### src/rtl/mem_arb_pkg.sv
// Shared types and constants for the fetch/LSU memory-port arbiter.
package mem_arb_pkg;

    typedef enum logic {
        ARB_IDLE = 1'b0,
        ARB_WAIT = 1'b1
    } arb_state_e;

    typedef enum logic {
        OWN_IF = 1'b0,
        OWN_LS = 1'b1
    } arb_owner_e;

    localparam logic [3:0] BE_ALL = 4'hF;

    // Byte enables sent to memory for an LSU command: reads always fetch the full word.
    function automatic logic [3:0] ls_mem_be(input logic we, input logic [3:0] be);
        return we ? be : BE_ALL;
    endfunction

endpackage

### src/rtl/imem_dmem_arbiter_if.sv
// Bus bundle between the core requesters (fetch, LSU), the arbiter and the memory port.
interface imem_dmem_arbiter_if #(
    parameter int ADDR_W = 16,
    parameter int DATA_W = 32
);
    logic              i_if_req;
    logic [ADDR_W-1:0] i_if_addr;
    logic              o_if_gnt;
    logic              o_if_rvalid;
    logic [DATA_W-1:0] o_if_rdata;

    logic              i_ls_req;
    logic              i_ls_we;
    logic [ADDR_W-1:0] i_ls_addr;
    logic [DATA_W-1:0] i_ls_wdata;
    logic [3:0]        i_ls_be;
    logic              o_ls_gnt;
    logic              o_ls_rvalid;
    logic [DATA_W-1:0] o_ls_rdata;

    logic              o_mem_req;
    logic              o_mem_we;
    logic [ADDR_W-1:0] o_mem_addr;
    logic [DATA_W-1:0] o_mem_wdata;
    logic [3:0]        o_mem_be;
    logic              i_mem_rvalid;
    logic [DATA_W-1:0] i_mem_rdata;

    modport slave (
        input  i_if_req, i_if_addr,
        output o_if_gnt, o_if_rvalid, o_if_rdata,
        input  i_ls_req, i_ls_we, i_ls_addr, i_ls_wdata, i_ls_be,
        output o_ls_gnt, o_ls_rvalid, o_ls_rdata,
        output o_mem_req, o_mem_we, o_mem_addr, o_mem_wdata, o_mem_be,
        input  i_mem_rvalid, i_mem_rdata
    );

    modport master (
        output i_if_req, i_if_addr,
        input  o_if_gnt, o_if_rvalid, o_if_rdata,
        output i_ls_req, i_ls_we, i_ls_addr, i_ls_wdata, i_ls_be,
        input  o_ls_gnt, o_ls_rvalid, o_ls_rdata,
        input  o_mem_req, o_mem_we, o_mem_addr, o_mem_wdata, o_mem_be,
        output i_mem_rvalid, i_mem_rdata
    );
endinterface

### src/rtl/rr_arb2.sv
// Two-input round-robin grant; under contention the requester not granted last wins.
module rr_arb2 (
    input  logic       i_clk,
    input  logic       i_reset,
    input  logic [1:0] req,
    input  logic       advance,
    output logic [1:0] gnt
);
    // 0 = fetch (bit 0) preferred, 1 = LSU (bit 1) preferred
    logic prefer_ls;

    always_comb begin
        gnt = 2'b00;
        if (req[0] && req[1]) begin
            gnt = prefer_ls ? 2'b10 : 2'b01;
        end else begin
            gnt = req;
        end
    end

    always_ff @(posedge i_clk or posedge i_reset) begin
        if (i_reset) begin
            prefer_ls <= 1'b0;
        end else if (advance && (gnt != 2'b00)) begin
            prefer_ls <= gnt[0];
        end
    end

endmodule

### src/rtl/imem_dmem_arbiter.sv
// Shares one memory port between fetch and LSU, one transaction in flight.
// Define ARB_LSU_PRIORITY_EN for fixed LSU priority instead of round-robin.
//
//   state    | meaning
//   ---------+-----------------------------------------------------------
//   ARB_IDLE | no transaction outstanding; any request is granted now
//   ARB_WAIT | command issued, waiting for i_mem_rvalid; requests held off
module imem_dmem_arbiter
    import mem_arb_pkg::*;
#(
    parameter int ADDR_W = 16,
    parameter int DATA_W = 32
) (
    input  logic                  i_clk,
    input  logic                  i_reset,
    imem_dmem_arbiter_if.slave    bus
);

    arb_state_e        state;
    arb_state_e        state_nxt;
    arb_owner_e        owner;
    logic [1:0]        req;
    logic [1:0]        win;
    logic              if_gnt;
    logic              ls_gnt;
    logic              if_rvalid;
    logic              ls_rvalid;

    logic              mem_req;
    logic              mem_we;
    logic [ADDR_W-1:0] mem_addr;
    logic [DATA_W-1:0] mem_wdata;
    logic [3:0]        mem_be;

    assign req = {bus.i_ls_req, bus.i_if_req};

`ifdef ARB_LSU_PRIORITY_EN
    always_comb begin
        win = 2'b00;
        if (req[1]) begin
            win = 2'b10;
        end else if (req[0]) begin
            win = 2'b01;
        end
    end
`else
    logic advance;

    assign advance = (state == ARB_IDLE) && !i_reset;

    rr_arb2 u_rr_arb2 (
        .i_clk   (i_clk),
        .i_reset (i_reset),
        .req     (req),
        .advance (advance),
        .gnt     (win)
    );
`endif

    always_ff @(posedge i_clk or posedge i_reset) begin
        if (i_reset) begin
            state <= ARB_IDLE;
        end else begin
            state <= state_nxt;
        end
    end

    // Grants are combinational, so they are gated while reset is held.
    always_comb begin
        state_nxt = state;
        if_gnt    = 1'b0;
        ls_gnt    = 1'b0;
        if_rvalid = 1'b0;
        ls_rvalid = 1'b0;
        case (state)
            ARB_IDLE: begin
                if ((req != 2'b00) && !i_reset) begin
                    state_nxt = ARB_WAIT;
                    if_gnt    = win[0];
                    ls_gnt    = win[1];
                end
            end
            ARB_WAIT: begin
                if (bus.i_mem_rvalid) begin
                    state_nxt = ARB_IDLE;
                    if_rvalid = (owner == OWN_IF);
                    ls_rvalid = (owner == OWN_LS);
                end
            end
            default: state_nxt = ARB_IDLE;
        endcase
    end

    always_ff @(posedge i_clk or posedge i_reset) begin
        if (i_reset) begin
            mem_req   <= 1'b0;
            mem_we    <= 1'b0;
            mem_addr  <= '0;
            mem_wdata <= '0;
            mem_be    <= 4'h0;
            owner     <= OWN_IF;
        end else begin
            mem_req <= if_gnt || ls_gnt;
            if (ls_gnt) begin
                mem_we    <= bus.i_ls_we;
                mem_addr  <= bus.i_ls_addr;
                mem_wdata <= bus.i_ls_wdata;
                mem_be    <= ls_mem_be(bus.i_ls_we, bus.i_ls_be);
                owner     <= OWN_LS;
            end else if (if_gnt) begin
                mem_we    <= 1'b0;
                mem_addr  <= bus.i_if_addr;
                mem_wdata <= '0;
                mem_be    <= BE_ALL;
                owner     <= OWN_IF;
            end
        end
    end

    assign bus.o_if_gnt    = if_gnt;
    assign bus.o_ls_gnt    = ls_gnt;
    assign bus.o_if_rvalid = if_rvalid;
    assign bus.o_ls_rvalid = ls_rvalid;
    // mem_we still holds the owner's direction while the response is returned
    assign bus.o_if_rdata  = if_rvalid ? bus.i_mem_rdata : '0;
    assign bus.o_ls_rdata  = (ls_rvalid && !mem_we) ? bus.i_mem_rdata : '0;

    assign bus.o_mem_req   = mem_req;
    assign bus.o_mem_we    = mem_we;
    assign bus.o_mem_addr  = mem_addr;
    assign bus.o_mem_wdata = mem_wdata;
    assign bus.o_mem_be    = mem_be;

endmodule
### src/flat_wrapper.sv
// flat-port wrapper written by rule: the top's interface ports become plain ports
module imem_dmem_arbiter_flat import mem_arb_pkg::*;
#(
    parameter int ADDR_W = 16,
    parameter int DATA_W = 32
)
  (i_clk, i_reset, bus_i_if_req, bus_i_if_addr, bus_o_if_gnt, bus_o_if_rvalid, bus_o_if_rdata, bus_i_ls_req, bus_i_ls_we, bus_i_ls_addr, bus_i_ls_wdata, bus_i_ls_be, bus_o_ls_gnt, bus_o_ls_rvalid, bus_o_ls_rdata, bus_o_mem_req, bus_o_mem_we, bus_o_mem_addr, bus_o_mem_wdata, bus_o_mem_be, bus_i_mem_rvalid, bus_i_mem_rdata);
  imem_dmem_arbiter_if #(.ADDR_W(ADDR_W), .DATA_W(DATA_W)) bus_i ();
  input  logic i_clk;
  input  logic i_reset;
  input wire logic [$bits(bus_i.i_if_req)-1:0] bus_i_if_req;
  input wire logic [$bits(bus_i.i_if_addr)-1:0] bus_i_if_addr;
  output wire logic [$bits(bus_i.o_if_gnt)-1:0] bus_o_if_gnt;
  output wire logic [$bits(bus_i.o_if_rvalid)-1:0] bus_o_if_rvalid;
  output wire logic [$bits(bus_i.o_if_rdata)-1:0] bus_o_if_rdata;
  input wire logic [$bits(bus_i.i_ls_req)-1:0] bus_i_ls_req;
  input wire logic [$bits(bus_i.i_ls_we)-1:0] bus_i_ls_we;
  input wire logic [$bits(bus_i.i_ls_addr)-1:0] bus_i_ls_addr;
  input wire logic [$bits(bus_i.i_ls_wdata)-1:0] bus_i_ls_wdata;
  input wire logic [$bits(bus_i.i_ls_be)-1:0] bus_i_ls_be;
  output wire logic [$bits(bus_i.o_ls_gnt)-1:0] bus_o_ls_gnt;
  output wire logic [$bits(bus_i.o_ls_rvalid)-1:0] bus_o_ls_rvalid;
  output wire logic [$bits(bus_i.o_ls_rdata)-1:0] bus_o_ls_rdata;
  output wire logic [$bits(bus_i.o_mem_req)-1:0] bus_o_mem_req;
  output wire logic [$bits(bus_i.o_mem_we)-1:0] bus_o_mem_we;
  output wire logic [$bits(bus_i.o_mem_addr)-1:0] bus_o_mem_addr;
  output wire logic [$bits(bus_i.o_mem_wdata)-1:0] bus_o_mem_wdata;
  output wire logic [$bits(bus_i.o_mem_be)-1:0] bus_o_mem_be;
  input wire logic [$bits(bus_i.i_mem_rvalid)-1:0] bus_i_mem_rvalid;
  input wire logic [$bits(bus_i.i_mem_rdata)-1:0] bus_i_mem_rdata;
  assign bus_i.i_if_req = bus_i_if_req;
  assign bus_i.i_if_addr = bus_i_if_addr;
  assign bus_o_if_gnt = bus_i.o_if_gnt;
  assign bus_o_if_rvalid = bus_i.o_if_rvalid;
  assign bus_o_if_rdata = bus_i.o_if_rdata;
  assign bus_i.i_ls_req = bus_i_ls_req;
  assign bus_i.i_ls_we = bus_i_ls_we;
  assign bus_i.i_ls_addr = bus_i_ls_addr;
  assign bus_i.i_ls_wdata = bus_i_ls_wdata;
  assign bus_i.i_ls_be = bus_i_ls_be;
  assign bus_o_ls_gnt = bus_i.o_ls_gnt;
  assign bus_o_ls_rvalid = bus_i.o_ls_rvalid;
  assign bus_o_ls_rdata = bus_i.o_ls_rdata;
  assign bus_o_mem_req = bus_i.o_mem_req;
  assign bus_o_mem_we = bus_i.o_mem_we;
  assign bus_o_mem_addr = bus_i.o_mem_addr;
  assign bus_o_mem_wdata = bus_i.o_mem_wdata;
  assign bus_o_mem_be = bus_i.o_mem_be;
  assign bus_i.i_mem_rvalid = bus_i_mem_rvalid;
  assign bus_i.i_mem_rdata = bus_i_mem_rdata;
  imem_dmem_arbiter #(.ADDR_W(ADDR_W), .DATA_W(DATA_W)) u_core (.i_clk(i_clk), .i_reset(i_reset), .bus(bus_i));
endmodule
### config.mk
export PLATFORM = sky130hd
export DESIGN_NAME = imem_dmem_arbiter_flat
export DESIGN_NICKNAME = d
export VERILOG_FILES = /design/src/rtl/mem_arb_pkg.sv /design/src/rtl/imem_dmem_arbiter_if.sv /design/src/rtl/rr_arb2.sv /design/src/rtl/imem_dmem_arbiter.sv /design/src/flat_wrapper.sv
export SDC_FILE = /design/constraint.sdc
export NUM_CORES = 1
export LEC_CHECK = 0
export ABC_AREA = 1
export CAP_MARGIN = 20
export CORE_ASPECT_RATIO = 1.5
export CORE_MARGIN = 1
export CORE_UTILIZATION = 30
export DETAILED_ROUTE_END_ITERATION = 8
export PLACE_DENSITY = 0.77
export REMOVE_ABC_BUFFERS = 1
export SLEW_MARGIN = 30
export SYNTH_ARGS = -nofsm -noshare
export SYNTH_HDL_FRONTEND = slang
export SYNTH_SLANG_ARGS = --single-unit
### constraint.sdc
create_clock -name i_clk -period 1.6 [get_ports i_clk]
set_input_delay 0.32 -clock i_clk [delete_from_list [all_inputs] [get_ports i_clk]]
set_output_delay 0.32 -clock i_clk [all_outputs]
set_load 0.1 [all_outputs]
==> metrics.md <==
| Metric | Value |
|---|---|
| WP data required | `1280 ps` |
| Die width | `82.3 um` |
| Mapped cell area | `0.00290 mm^2` |
| Final setup margin | `-314 ps` |
| Highest cell delay on the worst timing path | `400 ps` |
| Die area | `0.0101 mm^2` |
| Reg-to-reg startpoint | `u_core.state$_DFF_PP0_` |
| Hold path startpoint | `bus_i_mem_rvalid` |
| Top cell by count, worst path | `nor2_4` |
| Crit path launch | `u_core.state$_DFF_PP0_` |
| CTS Buf Count | `9` |
| Synth warnings | `0` |
| Synth top area share | `0.491` |
| Clock Path Buffers | `2` |
| DR vias | `3,777` |
| H-tree levels | `3` |
| Violated checks | `negative setup slack` |
| Largest net degree at the start of global routing | `58` |
| Critical path class | `register to primary output` |
| Port bufs | `227` |
| Final Hold Fails | `0` |
| Syn Area/Cell | `7.26 um^2` |
| I/O pin count | `228` |
| Fin crit share | `1.20` |
| Layout cell share with drive strength beyond 1 | `0.383` |
| Worst-margin pin slew | `737 ps` |
| Fmax | `522 MHz` |
| Top_reg_cell synth | `dfrtp_1` |
| Peak supply drop | `1.01 mV` |
| Critical-path top delay cell | `dfrtp_1` |
| Via density | `4.89` |
| Post-synth EDFFs | `0` |
| Root buf cell | `clkbuf_16` |
| Post-synthesis sequential area ratio | `0.491` |
| Final clock skew | `4.42 ps` |
| Reg clk slew, reported paths | `50 ps` |
| Crit path time final | `1910 ps` |
| Max-slew headroom | `0.509` |
| Final Slew Violations | `0` |
| Core outline area | `0.00931 mm^2` |
| All-Layer GR Usage | `0.297` |
| Routability Congestion | `0.829` |
| Setup TNS | `-17,640 ps` |
| DRC | `0` |
| RSZ-0062 raised after global routing | `yes` |
| Synth Instances | `400` |
| Antenna-violating nets left | `0` |
| Max-Cap Viols | `0` |
| Iter 0 DRT Violations | `262` |
| Hold_buf cts | `0` |
| Min-delay worst type | `input port to register` |
| Post-synth top cells | `146 x nand2_1, 66 x nor2_1, 57 x dfrtp_1` |
| Synth area leader | `dfrtp_1` |
| First-pass DRT Iterations | `4` |
| Most common cell in the netlist | `nand2_1` |
| Fillcell total | `494` |
| Critical Path, Cell by Cell | `nand2_2 > nor2_4 > nand2_8 > buf_16 > nor2_4 > buf_12` |
| #FFs+latches synth | `57` |
| Setup WS pre-CTS | `-485 ps` |
| Worst skew pair latency | `320 ps` |
| Final nets | `762` |
| First-pass GRT wire length | `21,400 um` |
| Hold WS | `467 ps` |
| Cell variety after synth | `17` |
| CP max FO | `7` |
| Routed wire per std cell | `19.0 um` |
| Largest cells by area after synthesis | `dfrtp_1 49%, nand2_1 19%, nor2_1 8.5%, nand3_1 7.4%, inv_1 7.0%` |
| CP Launch Type | `register` |
| Grt total ovfl | `0` |
| Pwr Density | `1350 mW/mm^2` |
| Die height | `123 um` |
| Total routed wirelength | `14,700 um` |
| Post-DP HPWL | `10,000 um` |
| P_leak | `3.52 nW` |
| Standard-cell rows | `43` |
| CTS tree | `built` |
| Number of global-route vias before repair | `4,119` |
| Ant. Diodes | `0` |
| Area grow syn2layout | `158%` |
| CTS Sinks | `57` |
| Status | `finished with violations` |
| Setup-failing EPs final | `68` |
| CP endpoint kind | `primary output` |
| Initial antenna violation count | `0` |
| Crit path arrival time | `1590 ps` |
| Initial Utilization | `0.312` |
| Asr flop ratio synth | `1.00` |
report_power, final:
group          switching [mW]  leakage [nW]  internal (mW)  total [mW]
Clock                   0.660         0.150           1.24        1.90
Sequential              0.365         0.712           1.76        2.13
Combinational            3.96          2.66           2.12        6.07
placed cells by master (no fill, tap or decap), drive strengths merged:
cell type	n
buf	160
nand2	148
clkdlybuf4s50	102
nor2	69
dfrtp	57
inv	56
nand3	43
clkbuf	12
o21ai	7
clkinv	3
dlygate4sd2	3
bufinv	1
layer usage:
layer / track usage / routed length (um) / vias up
met5: 0 / 0 / -
met4: 0.209 / 916 / 0
met3: 0.132 / 1810 / 62
met2: 0.500 / 7470 / 249
met1: 0.280 / 4500 / 1765
li1: - / - / 1701
layout make-up:
class	instances	area [um^2]	share of cell area
Clock buffer	11	243	0.0324
Clock inverter	5	53.8	0.00719
Inverter	55	214	0.0286
Multi-Input combinational cell	267	1520	0.203
Sequential cell	57	1430	0.191
Tap cell	112	140	0.0187
Timing Repair Buffer	266	3880	0.519
worst paths after layout:
kind / end / slack [ps] / cells past startpoint
worst max-delay path: bus_o_ls_rdata[26] / -310 / 6
worst min register to register: u_core.bus.o_mem_wdata[26]$_DFFE_PP0P_ / 540 / 2
worst max register to register: u_core.bus.o_mem_wdata[20]$_DFFE_PP0P_ / 60 / 8
min in group asynchronous: u_core.bus.o_mem_addr[0]$_DFFE_PP0P_ / 650 / 3
max in group asynchronous: u_core.bus.o_mem_be[2]$_DFFE_PP0P_ / 470 / 3
worst min-delay path: u_core.state$_DFF_PP0_ / 470 / 3
state kept, by name, summed over array words and instances, names as in the netlist:
signal	cells
u_core.bus.o_mem_addr	16
u_core.bus.o_mem_be	4
u_core.bus.o_mem_req	1
u_core.bus.o_mem_wdata	32
u_core.bus.o_mem_we	1
u_core.owner	1
u_core.state	1
u_core.u_rr_arb2.prefer_ls	1
worst max-delay path, delay by kind of cell (launching register included):
family,cells,cell delay (ps)
buf+inv,2,360
flops,1,400
simple gates,4,500
what timing repair did:
item | 4_1_cts | 5_1_grt
buffers inserted | 5 | 4
setup endpoints to repair | 69 | 68
cloned | 2 | 1
resized for setup | 112 | 13
pin swaps | 4 | 4
cells by family (layout without fill, tap and decap cells):
kind of cell	after synthesis	count (layout)	share of synthesized area
and+or+nand+nor	260	260	0.370
buffers and inverters	76	337	0.123
DFF	57	57	0.491
AOI/OAI and AO/OA	7	7	0.0159
through the flow:
| stage | cell area (um^2) | total power, mW | utilization | std cells |
|---|---|---|---|---|
| finish | 7480 | 10.1 | 0.804 | 773 |
| CTS | 7380 | 10.1 | 0.793 | 768 |
| detailed placement | 6620 | 7.96 | 0.711 | 745 |
| global placement | 6620 | 7.88 | 0.711 | 745 |
| global route | 7480 | 10.4 | 0.804 | 773 |
| floorplan | 2760 | 5.40 | - | 379 |
Power figures use the tool's default switching activity.
==> variant: new RTL, config.mk and constraints unchanged <==
`ADDR_W` is set to 16 in 3 places; all go to 17.
--- a/src/rtl/imem_dmem_arbiter_if.sv
+++ b/src/rtl/imem_dmem_arbiter_if.sv
@@ -1,6 +1,6 @@
 // Bus bundle between the core requesters (fetch, LSU), the arbiter and the memory port.
 interface imem_dmem_arbiter_if #(
-    parameter int ADDR_W = 16,
+    parameter int ADDR_W = 17,
     parameter int DATA_W = 32
 );
     logic              i_if_req;
--- a/src/rtl/imem_dmem_arbiter.sv
+++ b/src/rtl/imem_dmem_arbiter.sv
@@ -8,7 +8,7 @@
 module imem_dmem_arbiter
     import mem_arb_pkg::*;
 #(
-    parameter int ADDR_W = 16,
+    parameter int ADDR_W = 17,
     parameter int DATA_W = 32
 ) (
     input  logic                  i_clk,
--- a/src/flat_wrapper.sv
+++ b/src/flat_wrapper.sv
@@ -1,7 +1,7 @@
 // flat-port wrapper written by rule: the top's interface ports become plain ports
 module imem_dmem_arbiter_flat import mem_arb_pkg::*;
 #(
-    parameter int ADDR_W = 16,
+    parameter int ADDR_W = 17,
     parameter int DATA_W = 32
 )
   (i_clk, i_reset, bus_i_if_req, bus_i_if_addr, bus_o_if_gnt, bus_o_if_rvalid, bus_o_if_rdata, bus_i_ls_req, bus_i_ls_we, bus_i_ls_addr, bus_i_ls_wdata, bus_i_ls_be, bus_o_ls_gnt, bus_o_ls_rvalid, bus_o_ls_rdata, bus_o_mem_req, bus_o_mem_we, bus_o_mem_addr, bus_o_mem_wdata, bus_o_mem_be, bus_i_mem_rvalid, bus_i_mem_rdata);
Interface: changed (resized bus_i_if_addr, bus_i_ls_addr and bus_o_mem_addr); port bits go from 228 to 231. The function was not compared with the original's and may differ.
==> variant against the unedited design <==
  * The run still ends with setup timing left
  * Critical path depth unchanged
  * Sequential cell count up 1
  * Worst hold slack worse by 23 ps
  * Worst setup slack worse by 17 ps
  * Total power down 0.52%
  * Synthesized area up 7.7%
  * Final area up 3.6%
  * Routed wire length down 2.7%
  * Global-route usage down 5.1 points
  * Largest cell class unchanged
==> variant: results (changes against the unedited design) <==
- Pin count of the biggest net entering global routing: 59 (was 58)
- Synth top area cells: dfrtp_1 (46%), nand2_1 (15%), inv_1 (9.0%), nor2_1 (7.8%), nand3_1 (7.2%) (was dfrtp_1 (49%), nand2_1 (19%), nor2_1 (8.5%), nand3_1 (7.4%), inv_1 (7.0%))
- Yosys cell types: 16 (was 17)
- Slew HR: 0.509 (about the same)
- Int Pwr: 5.10 mW (was 5.13 mW)
- First-pass GRT wire length: 20.6 mm (was 21.4 mm)
- Fin Setup TNS: -17460 ps (was -17640 ps)
- Final #Nets: 793 (was 762)
- Peak VDD IR: 979 µV (was 1010 µV)
- CP arrival: 1610 ps (was 1590 ps)
- Buffer share of cell area: 0.506 (was 0.519)
- Final setup fails: 68 (unchanged)
- Post-synth top cells: nand2_1 (123), inv_1 (75), nor2_1 (65) (was nand2_1 (146), nor2_1 (66), dfrtp_1 (57))
- Fin worst setup slack: -332 ps (was -314 ps)
- Non-clk bufs: 261 (was 266)
- Number of global-route vias before repair: 4051 (was 4119)
- Inverters: 77 (was 55)
- Comb pwr: 6.08 mW (was 6.07 mW)
- Post-DP Area: 6860 µm² (was 6620 µm²)
- Share of cells above drive strength 1: 0.369 (was 0.383)
- Status: finished, violations left (unchanged)
- Post-DP HPWL: 9.28 mm (was 10.0 mm)
- Multi-input combinational cell area: 1650 µm² (was 1520 µm²)
- Initial drt markers: 112 (was 262)
- Failing checks: setup timing (unchanged)
- Pleak: 3.67 nW (was 3.52 nW)
==> variant: cell count changes in the layout (fill, tap and decap cells not counted), sizes merged, moves of 2 or more <==
| cell | unedited run | this run |
|---|---|---|
| buf | 160 | 152 |
| clkbuf | 12 | 15 |
| clkdlybuf4s50 | 102 | 104 |
| inv | 56 | 77 |
| nand2 | 148 | 125 |
| nand3 | 43 | 45 |
| nand4 | 0 | 32 |
==> variant: layer usage <==
metal	share of wire	vias up	global-route usage
li1	-	1833	-
met1	0.34	1875	0.258
met2	0.55	168	0.446
met3	0.058	51	0.0530
met4	0.051	0	0.145
met5	0	-	0
==> variant: critical path, delay by kind of cell, from the launching register on <==
kind / cells / cell delay, ps
flip-flops: 1 / 410
buffers and inverters: 2 / 400
AND/OR/NAND/NOR: 4 / 470
==> variant: worst paths after layout <==
kind / to / start / cells past startpoint / slack [ps]
max in group asynchronous: u_core.bus.o_mem_wdata[16] / i_reset / 3 / 480
hold / removal: u_core.state / bus_i_mem_rvalid / 2 / 440
setup reg to reg: u_core.bus.o_mem_we / u_core.state / 8 / 110
setup / recovery: bus_o_ls_rdata[26] / u_core.state / 6 / -330
min in group asynchronous: u_core.bus.o_mem_wdata[14] / i_reset / 3 / 640
hold reg to reg: u_core.bus.o_mem_wdata[31] / u_core.bus.o_mem_wdata[31] / 2 / 540
==> variant: cell families (layout without fill, tap and decap cells) <==
logic type,after synthesis,in the layout
buf+inv,106,353
compound gates,8,8
simple gates,270,270
flops,58,58
==> variant: per-stage QoR <==
step | std cells | util
after floorplan | 413 | -
after global placement | 782 | 0.677
after detailed placement | 782 | 0.677
after CTS | 801 | 0.745
after global routing | 806 | 0.764
final | 806 | 0.764
